[config.mk]
export PLATFORM = sky130hd
export DESIGN_NAME = serial_sub_ctrl
export DESIGN_NICKNAME = d
export VERILOG_FILES = /design/src/rtl/serial_sub_ctrl.sv
export SDC_FILE = /design/constraint.sdc
export NUM_CORES = 1
export LEC_CHECK = 0
export CAP_MARGIN = 20
export CORE_MARGIN = 3
export CORE_UTILIZATION = 26
export DETAILED_ROUTE_END_ITERATION = 10
export HOLD_SLACK_MARGIN = 0.12
export PLACE_DENSITY = 0.51
export SYNTH_ARGS = -nofsm -noshare
export SYNTH_HDL_FRONTEND = slang
export SYNTH_SLANG_ARGS = --single-unit
[constraint.sdc]
create_clock -name clk -period 5.3 [get_ports clk]
set_clock_uncertainty 0.2 [all_clocks]
set_input_delay 1.06 -clock clk [delete_from_list [all_inputs] [get_ports clk]]
set_output_delay 1.06 -clock clk [all_outputs]
set_load 0.01 [all_outputs]
[src/rtl/serial_sub_ctrl.sv]
// serial_sub_ctrl: bit-serial W-bit subtractor (a - b - bin) through one shared
// full-subtractor cell, LSB first, with valid/ready handshakes on both sides.
module serial_sub_ctrl #(
  parameter int W = 8
) (
  input  logic         clk,
  input  logic         rst_n,
  input  logic         in_valid,
  output logic         in_ready,
  input  logic [W-1:0] a,
  input  logic [W-1:0] b,
  input  logic         bin,
  output logic         out_valid,
  input  logic         out_ready,
  output logic [W-1:0] diff,
  output logic         bout,
  output logic         zero,
  output logic         ovf
);
  localparam int CW = $clog2(W);
  typedef enum logic [1:0] {IDLE, RUN, DONE} state_t;
  state_t r_state, w_next;
  logic [W-1:0] r_a, r_b, r_diff;
  logic [CW-1:0] r_cnt;
  logic r_br, r_bout, r_zero, r_ovf;
  logic w_d, w_br, w_last, w_accept;
  logic [W-1:0] w_diff_next;
  assign w_d = r_a[0] ^ r_b[0] ^ r_br;
  assign w_br = (~r_a[0] & r_b[0]) | (~r_a[0] & r_br) | (r_b[0] & r_br);
  assign w_last = r_cnt == CW'(W - 1);
  assign w_accept = (r_state == IDLE) && in_valid;
  assign w_diff_next = {w_d, r_diff[W-1:1]};
  always_ff @(posedge clk or negedge rst_n)
    if (!rst_n) r_state <= IDLE;
    else r_state <= w_next;
  always_comb begin
    w_next = r_state;
    in_ready = 1'b0;
    out_valid = 1'b0;
    case (r_state)
      IDLE: begin
        in_ready = 1'b1;
        if (in_valid) w_next = RUN;
      end
      RUN: if (w_last) w_next = DONE;
      DONE: begin
        out_valid = 1'b1;
        if (out_ready) w_next = IDLE;
      end
      default: w_next = IDLE;
    endcase
  end
  // Flags are captured on the last RUN edge; r_br then holds the borrow into bit W-1.
  always_ff @(posedge clk or negedge rst_n) begin
    if (!rst_n) begin
      r_a <= '0;
      r_b <= '0;
      r_diff <= '0;
      r_cnt <= '0;
      r_br <= 1'b0;
      r_bout <= 1'b0;
      r_zero <= 1'b0;
      r_ovf <= 1'b0;
    end else if (w_accept) begin
      r_a <= a;
      r_b <= b;
      r_br <= bin;
      r_cnt <= '0;
    end else if (r_state == RUN) begin
      r_a <= r_a >> 1;
      r_b <= r_b >> 1;
      r_br <= w_br;
      r_diff <= w_diff_next;
      if (w_last) begin
        r_bout <= w_br;
        r_ovf <= r_br ^ w_br;
        r_zero <= w_diff_next == '0;
      end else begin
        r_cnt <= r_cnt + CW'(1);
      end
    end
  end
  assign diff = r_diff;
  assign bout = r_bout;
  assign zero = r_zero;
  assign ovf = r_ovf;
endmodule

# Word-level counts from Yosys, hierarchy flattened
# Cells that the tools add are included.
# word_totals
reg_bits,33
latch_bits,0
ramBits,0
rom_bits,0
input_bits,21
n_memories,0
# op_classes
n_addsub,1
n_mul,0
div_mod_pow,0
order_cmp,0
eq_ne,7
shift,0
mux,15
bitwise,10
n_reduce_logical,8
# op_table
cell,count
$mux 8,4
$mux 3,3
$logic_not 8->1,1
$mux 2,3
$ne 2x2->1 const B,3
$pmux 2 s3,1
$reduce_and 3->1,2
$mux 1,4
$reduce_and 2->1,2
$add 3x1->3 const B,1
$and 1x1->1,3
$eq 3x3->1 const B,1
$xor 1x1->1,3
$eq 2x1->1 const B,1
$eq 2x2->1 const B,1
$logic_not 2->1,1
$ne 2x1->1 const B,1
$not 1->1,2
$or 1x1->1,2
$reduce_bool 2->1,1
$logic_and 1x1->1,1

# Depth between registers and ports, before layout
# Gate-level depths: netlist (run 1).
# depth
depth_word,6
depth_mapped,6
depth_no_buf,5

# Worst setup path before layout (run 1)
# No wires, ideal clock.
# synth_path
kind,in2reg
startpoint,input in_valid
endpoint,register r_b[0]
setup_ns,0.124
t_arrival_ns,1.781
slack_ns,3.195
path_stages,5
cell_sequence,or3b_1 > buf_6 > buf_6 > nand3_1 > nand2_1
# synth_between
elab_chain_len,2
elab_cells_between_ends,3
cone_classes,mux: 1; reduce/logical: 2
# synth_lines
item,line,text
from (decl),8,"input logic in_valid,"
$logic_and 1x1->1 (*),31,assign w_accept = (r_state == IDLE) && in_valid;
$mux 8 / $reduce_bool 2->1 (equally long branches),n/a,
to (signal assigned),71,r_b <= r_b >> 1;
to (decl),23,"logic [W-1:0] r_a, r_b, r_diff;"
# Mark *: on every way between the ends. The rest lies on a longest branch, timed or not.
# A chain may end at the register's enable or synchronous reset.

# Worst setup path after layout (run 1)
# layout_path
startpoint,register r_state[0]
endpoint,output out_valid
# layout_between
elab_chain_len,2
# layout_lines
item,line,text
from (decl),22,"state_t r_state, w_next;"
from (signal assigned),35,else r_state <= w_next;
$eq 2x2->1,40,case (r_state)
$mux 1,40,
to (decl),13,"output logic out_valid,"
# No other way between the ends.

==> metrics.txt, run 1 <==
clock transition at the registers of the reported paths about 0.06 ns; Total Wirelength between 3000 and 4000 um; tightest slew margin relative to the limit 0.385; Worst Hold End zero$_DFFE_PN0P_; status finished clean; r2r worst-path depth 3; net total in the final layout between 200 and 250; part of the cycle the worst path needs 0.516; Post-CTS Resized 0; largest family of logic cells by synthesized area simple AND/OR/NAND/NOR gates; post-synthesis mux area share 0.0152; CTS tree done; Critical Path Fanout Max 8; Synth Instances between 150 and 200; fin. max-slew vios 0; via count approximately 1200; cell family with most CP delay buffers and inverters; starting density of the core 0.279; crit path kind reg2out; Crit. End Element primary output; Leakage about 0.00087 uW; CP max stage delay 0.52 ns; filler cell count 550; Worst Setup Start Kind flop; H-tree Lvls 2; Post-DRT Antenna Nets 0; total CTS buffers 5; Mapped Area 1480 um^2; Max Cap Viol 0; CTS Hold Bufs 0; hold path start zero$_DFFE_PN0P_; Worst EP required about 4.0 ns; # port buffers 33; number of antenna diodes 0; first-pass GRT wire length 5360 um; vias in the first global route approximately 1200; adder-cell share of the synthesized area 0.0304; XOR/XNOR share of the synthesized area 0.00592; Ports 34; Synth Area in Compound Gates 0.0938; worst vdd ir 0.000164 V; # rows 26; hold path depth 2; r2r setup slk around 3.4 ns; Tmin final ~2.7 ns; Mapped Avg Cell Area 9.61 um^2; Core ar. 5300 um^2; clock latency on the worst-skew pair ~0.28 ns; Fin Setup TNS 0 ns; simple logic cell fraction of the synthesized area 0.242; Root Driver clkbuf_8; clock buffer depth 2; grt ovf 0; Die ar. 6630 um^2; Die Width between 80 and 90 um; clk sinks 33; Final Hold Violating Endpoints 0; Slowest-stage cell, CP clkdlybuf4s50_1; Distinct cells, synth 24; #FFs+latches synth 33; detailed-router iteration count before antenna repair 4; gr usage total 0.107; drt initial violations 52; largest net degree at the start of global routing 34; final setup fails 0; FF-to-FF Start r_state[1]$_DFFE_PN0P_; worst reg2reg endpoint r_a[0]$_DFFE_PN0P_; hpwl dp around 2100 um; initial antenna violation count 0; die height around 80 um; Final GP Congestion between 0.7 and 0.8; layout cell share with drive strength beyond 1 0.0591; worst path bufs/invs 2; RSZ-0062 raised after global routing false; syn_nets around 180; crit-path cells nand2b_1 -> inv_1 -> clkdlybuf4s50_1; sequential element share of the synthesized area 0.558; Worst EP arrival roughly 1.5 ns; Core Util, Final 0.362; worst-margin pin slew 0.922 ns; drt wl/cell between 10 and 15 um; Power Density roughly 580 nW/um^2; number of buffers added for setup after CTS 0; fmax roughly 0.37 GHz; Syn. warnings 0; synth-to-layout area growth 29.8%; min-delay worst type reg2reg; Vias/cell about 4.6; DRC viols 0
## logic make-up after synthesis
| family | Yosys count |
|---|---|
| adder cells (fa/ha/maj) | 3 |
| buffers and inverters | 12 |
| flip-flops | 33 |
| AO/OA/AOI/OAI | 21 |
| AND/OR/NAND/NOR | 82 |
| multiplexers | 2 |
| XOR/XNOR | 1 |
## registers in the layout, indices dropped and copies added (netlist names)
| signal | count |
|---|---|
| diff | 8 |
| r_a | 8 |
| r_b | 8 |
| r_cnt | 3 |
| r_state | 2 |
| bout | 1 |
| ovf | 1 |
| r_br | 1 |
| zero | 1 |
## worst reg2reg max path, stage by stage, from the launching register on
cell	delay, ns
dfrtp_1	0.46
and2b_1	0.75
nor3_1	0.11
a221o_1	0.28
## worst max-delay path by stage
stage                                 from  depth (start not counted)                 end
global placement                  in_valid                          4  r_a[4]$_DFFE_PN0P_
finish              r_state[0]$_DFFE_PN0P_                          3           out_valid
global route        r_state[0]$_DFFE_PN0P_                          3           out_valid
floorplan                         in_valid                          5  r_b[0]$_DFFE_PN0P_
CTS                 r_state[0]$_DFFE_PN0P_                          3           out_valid
detailed placement                in_valid                          4  r_a[3]$_DFFE_PN0P_
## synthesized netlist by cell type
master | count | area, um^2
buf_2 | 5 | 25.0
buf_6 | 4 | 45.0
nor2_1 | 13 | 48.8
and2b_1 | 1 | 7.51
or3b_1 | 1 | 8.76
nor3_1 | 1 | 5.00
a22oi_1 | 3 | 22.5
fa_1 | 1 | 20.0
nand2b_1 | 2 | 12.5
a31oi_1 | 11 | 68.8
nor4_1 | 1 | 6.26
nand2_1 | 54 | 203
nand3b_1 | 1 | 7.51
nor4b_1 | 1 | 8.76
a221o_1 | 1 | 10.0
inv_1 | 3 | 11.3
xnor2_1 | 1 | 8.76
ha_1 | 2 | 25.0
nand3_1 | 5 | 25.0
nor3b_2 | 2 | 25.0
mux2_2 | 2 | 22.5
a22o_1 | 2 | 17.5
dfrtp_1 | 33 | 826
o21ai_0 | 4 | 20.0
## metrics by stage
stage                     instances  hold WS, ns  power (uW)  instance area, um^2  worst slack [ns]
after floorplan                 154        0.266         787                 1480              3.19
after global placement          249        0.263         935                 1840              2.39
after detailed placement        249        0.268         945                 1840              2.39
after CTS                       256        0.283        1140                 1920              2.54
after global routing            256        0.296        1230                 1920              2.48
final                           256        0.274        1120                 1920              2.57
## layer usage
layer  share of wire  track usage  vias to the layer above
li1                -            -                      576
met1            0.47        0.139                      555
met2            0.46        0.163                       28
met3           0.049       0.0307                        7
met4           0.019       0.0507                        0
met5               0            0                        -
## cell usage in the layout, fill, tap and decap left out, types with 3 or more instances in the layout
| cell type | instances |
|---|---|
| nand2_1 | 54 |
| clkdlybuf4s50_1 | 33 |
| o21ai_0 | 4 |
| nand3_1 | 5 |
| a22oi_1 | 3 |
| inv_1 | 3 |
| a31oi_1 | 11 |
| dfrtp_1 | 33 |
| nor2_1 | 13 |
| clkbuf_8 | 6 |
## cell type report
type,instances,area [um^2],share of cell area
Sequential cell,33,826,0.430
Multi-Input combinational cell,109,573,0.298
Inverter,3,11.3,0.00586
Clock buffer,7,86.3,0.0449
Timing Repair Buffer,34,338,0.176
Tap cell,70,87.6,0.0456
## report_power, final
group / switching, uW / leakage, uW / total (uW) / internal [uW]
registers: 80.6 / 0.000411 / 453 / 372
logic: 245 / 0.000411 / 475 / 230
clock network: 87.2 / 0.0000443 / 190 / 103
total: 413 / 0.000866 / 1120 / 705
Power figures use the tool's default switching activity.
==> inputs of run 2 (changes only) <==
==> constraint.sdc (replaced) <==
create_clock -name clk -period 2.8 [get_ports clk]
set_clock_uncertainty 0.2 [all_clocks]
set_input_delay 0.56 -clock clk [delete_from_list [all_inputs] [get_ports clk]]
set_output_delay 0.56 -clock clk [all_outputs]
set_load 0.01 [all_outputs]
==> metrics.txt, run 2 (synthesized netlist as in run 1, its figures left out) <==
status finished clean; final setup fails 0; drt initial violations 70; Post-CTS Resized 0; Final GP Congestion roughly 0.69; # rows 26; worst-margin pin slew between 0.8 and 0.9 ns; Worst EP arrival between 1 and 1.5 ns; worst vdd ir between 0.0003 and 0.0004 V; fmax about 0.45 GHz; die height 81.5 um; CP max stage delay 0.52 ns; Vias/cell ~4.4; Tmin final between 2 and 2.5 ns; crit-path cells nand2b_1 -> inv_1 -> clkdlybuf4s50_1; total CTS buffers 5; number of antenna diodes 0; initial antenna violation count 0; CTS Hold Bufs 0; Total Wirelength a little over 3000 um; FF-to-FF Start r_state[1]$_DFFE_PN0P_; worst path bufs/invs 2; r2r setup slk approximately 0.90 ns; Power Density between 1000 and 1500 nW/um^2; Core ar. between 5000 and 6000 um^2; crit path kind reg2out; Post-DRT Antenna Nets 0; starting density of the core 0.279; Critical Path Fanout Max 8; detailed-router iteration count before antenna repair 4; register area between 800 and 900 um^2; hold path start zero$_DFFE_PN0P_; largest net degree at the start of global routing 34; most frequent cells in the layout nand2_1 (54), dfrtp_1 (33), clkdlybuf4s50_1 (33); Post-Layout Cell Count about 260; Root Driver clkbuf_8; Worst Hold End zero$_DFFE_PN0P_; hpwl dp 2130 um; Slowest-stage cell, CP clkdlybuf4s50_1; DRC viols 0; Die Width between 80 and 90 um; worst reg2reg endpoint r_a[0]$_DFFE_PN0P_; net total in the final layout ~210; via count about 1100; clk sinks 33; H-tree Lvls 2; Leakage 0.000881 uW; Ports 34; Max Cap Viol 0; Worst Setup Start Kind flop; placed cells 250; filler cell count 516; gr usage total 0.104; tightest slew margin relative to the limit 0.402; r2r worst-path depth 3; clock transition at the registers of the reported paths around 0.06 ns; pre-CTS WS around 0.38 ns; # port buffers 33; most common cell after layout, fill and taps aside nand2_1; min-delay worst type reg2reg; Die ar. 6630 um^2; synth-to-layout area growth 31.4%; layout cell share with drive strength beyond 1 0.0745; Fin Setup TNS 0 ns; CTS tree done; Crit. End Element primary output; RSZ-0062 raised after global routing false; drt wl/cell between 10 and 15 um; part of the cycle the worst path needs 0.798; hold path depth 2; clock buffer depth 2; vias in the first global route ~1100; PnR worst setup slack 0.564 ns; number of buffers added for setup after CTS 0; fin. max-slew vios 0; area of the multi-input gates between 500 and 600 um^2; Final Hold Violating Endpoints 0; grt ovf 0; Worst EP required 2.04 ns; first-pass GRT wire length 5010 um; clock latency on the worst-skew pair 0.28 ns; cell family with most CP delay buffers and inverters
==> run 2: changes by cell type in the layout (fill, tap and decap cells not counted), sizes merged <==
cell	previous run	this run
buf	1	2
clkinv	0	1
==> run 2: per-layer routing <==
layer  global-route usage  wire length (um)
met1                0.126              1530
met2                0.157              1350
met3               0.0482               201
met4               0.0456                23
met5                    0                 0
==> run 2: worst max-delay path by stage <==
stage,start,end,slack (ns),cells past startpoint
after floorplan,r_cnt[0]$_DFFE_PN0P_,r_cnt[0]$_DFFE_PN0P_,1.13,5
after global placement,in_valid,r_a[4]$_DFFE_PN0P_,0.43,4
after detailed placement,in_valid,r_b[5]$_DFFE_PN0P_,0.38,4
after CTS,r_state[0]$_DFFE_PN0P_,out_valid,0.54,3
after global routing,r_state[0]$_DFFE_PN0P_,out_valid,0.47,3
final,r_state[0]$_DFFE_PN0P_,out_valid,0.56,3
==> run 2: area by class of cell <==
cell class / instances / share of cell area
Clock inverter: 1 / 0.00257
Inverter: 3 / 0.00579
Clock buffer: 7 / 0.0495
Sequential cell: 33 / 0.425
Multi-Input combinational cell: 109 / 0.295
Timing Repair Buffer: 35 / 0.178
Tap cell: 70 / 0.0450
==> run 2: stage by stage <==
step	cell area (um^2)	total power [uW]	hold WS (ns)	util
after floorplan	1480	1490	0.0644	-
after global placement	1840	1770	0.263	0.348
after detailed placement	1840	1790	0.271	0.348
after CTS	1940	2190	0.286	0.367
after global routing	1940	2340	0.301	0.367
final	1940	2150	0.279	0.367
==> run 2: worst reg2reg max path: stages, from the launching register on <==
cell and delay (ns):
dfrtp_1 0.46, and2b_1 0.74, nor3_1 0.11, a221o_1 0.28
==> run 2: power by group <==
group	internal [uW]	leakage, uW	switching (uW)	total, uW
clock network	222	0.0000542	172	394
registers	705	0.000411	154	858
logic	439	0.000416	462	901
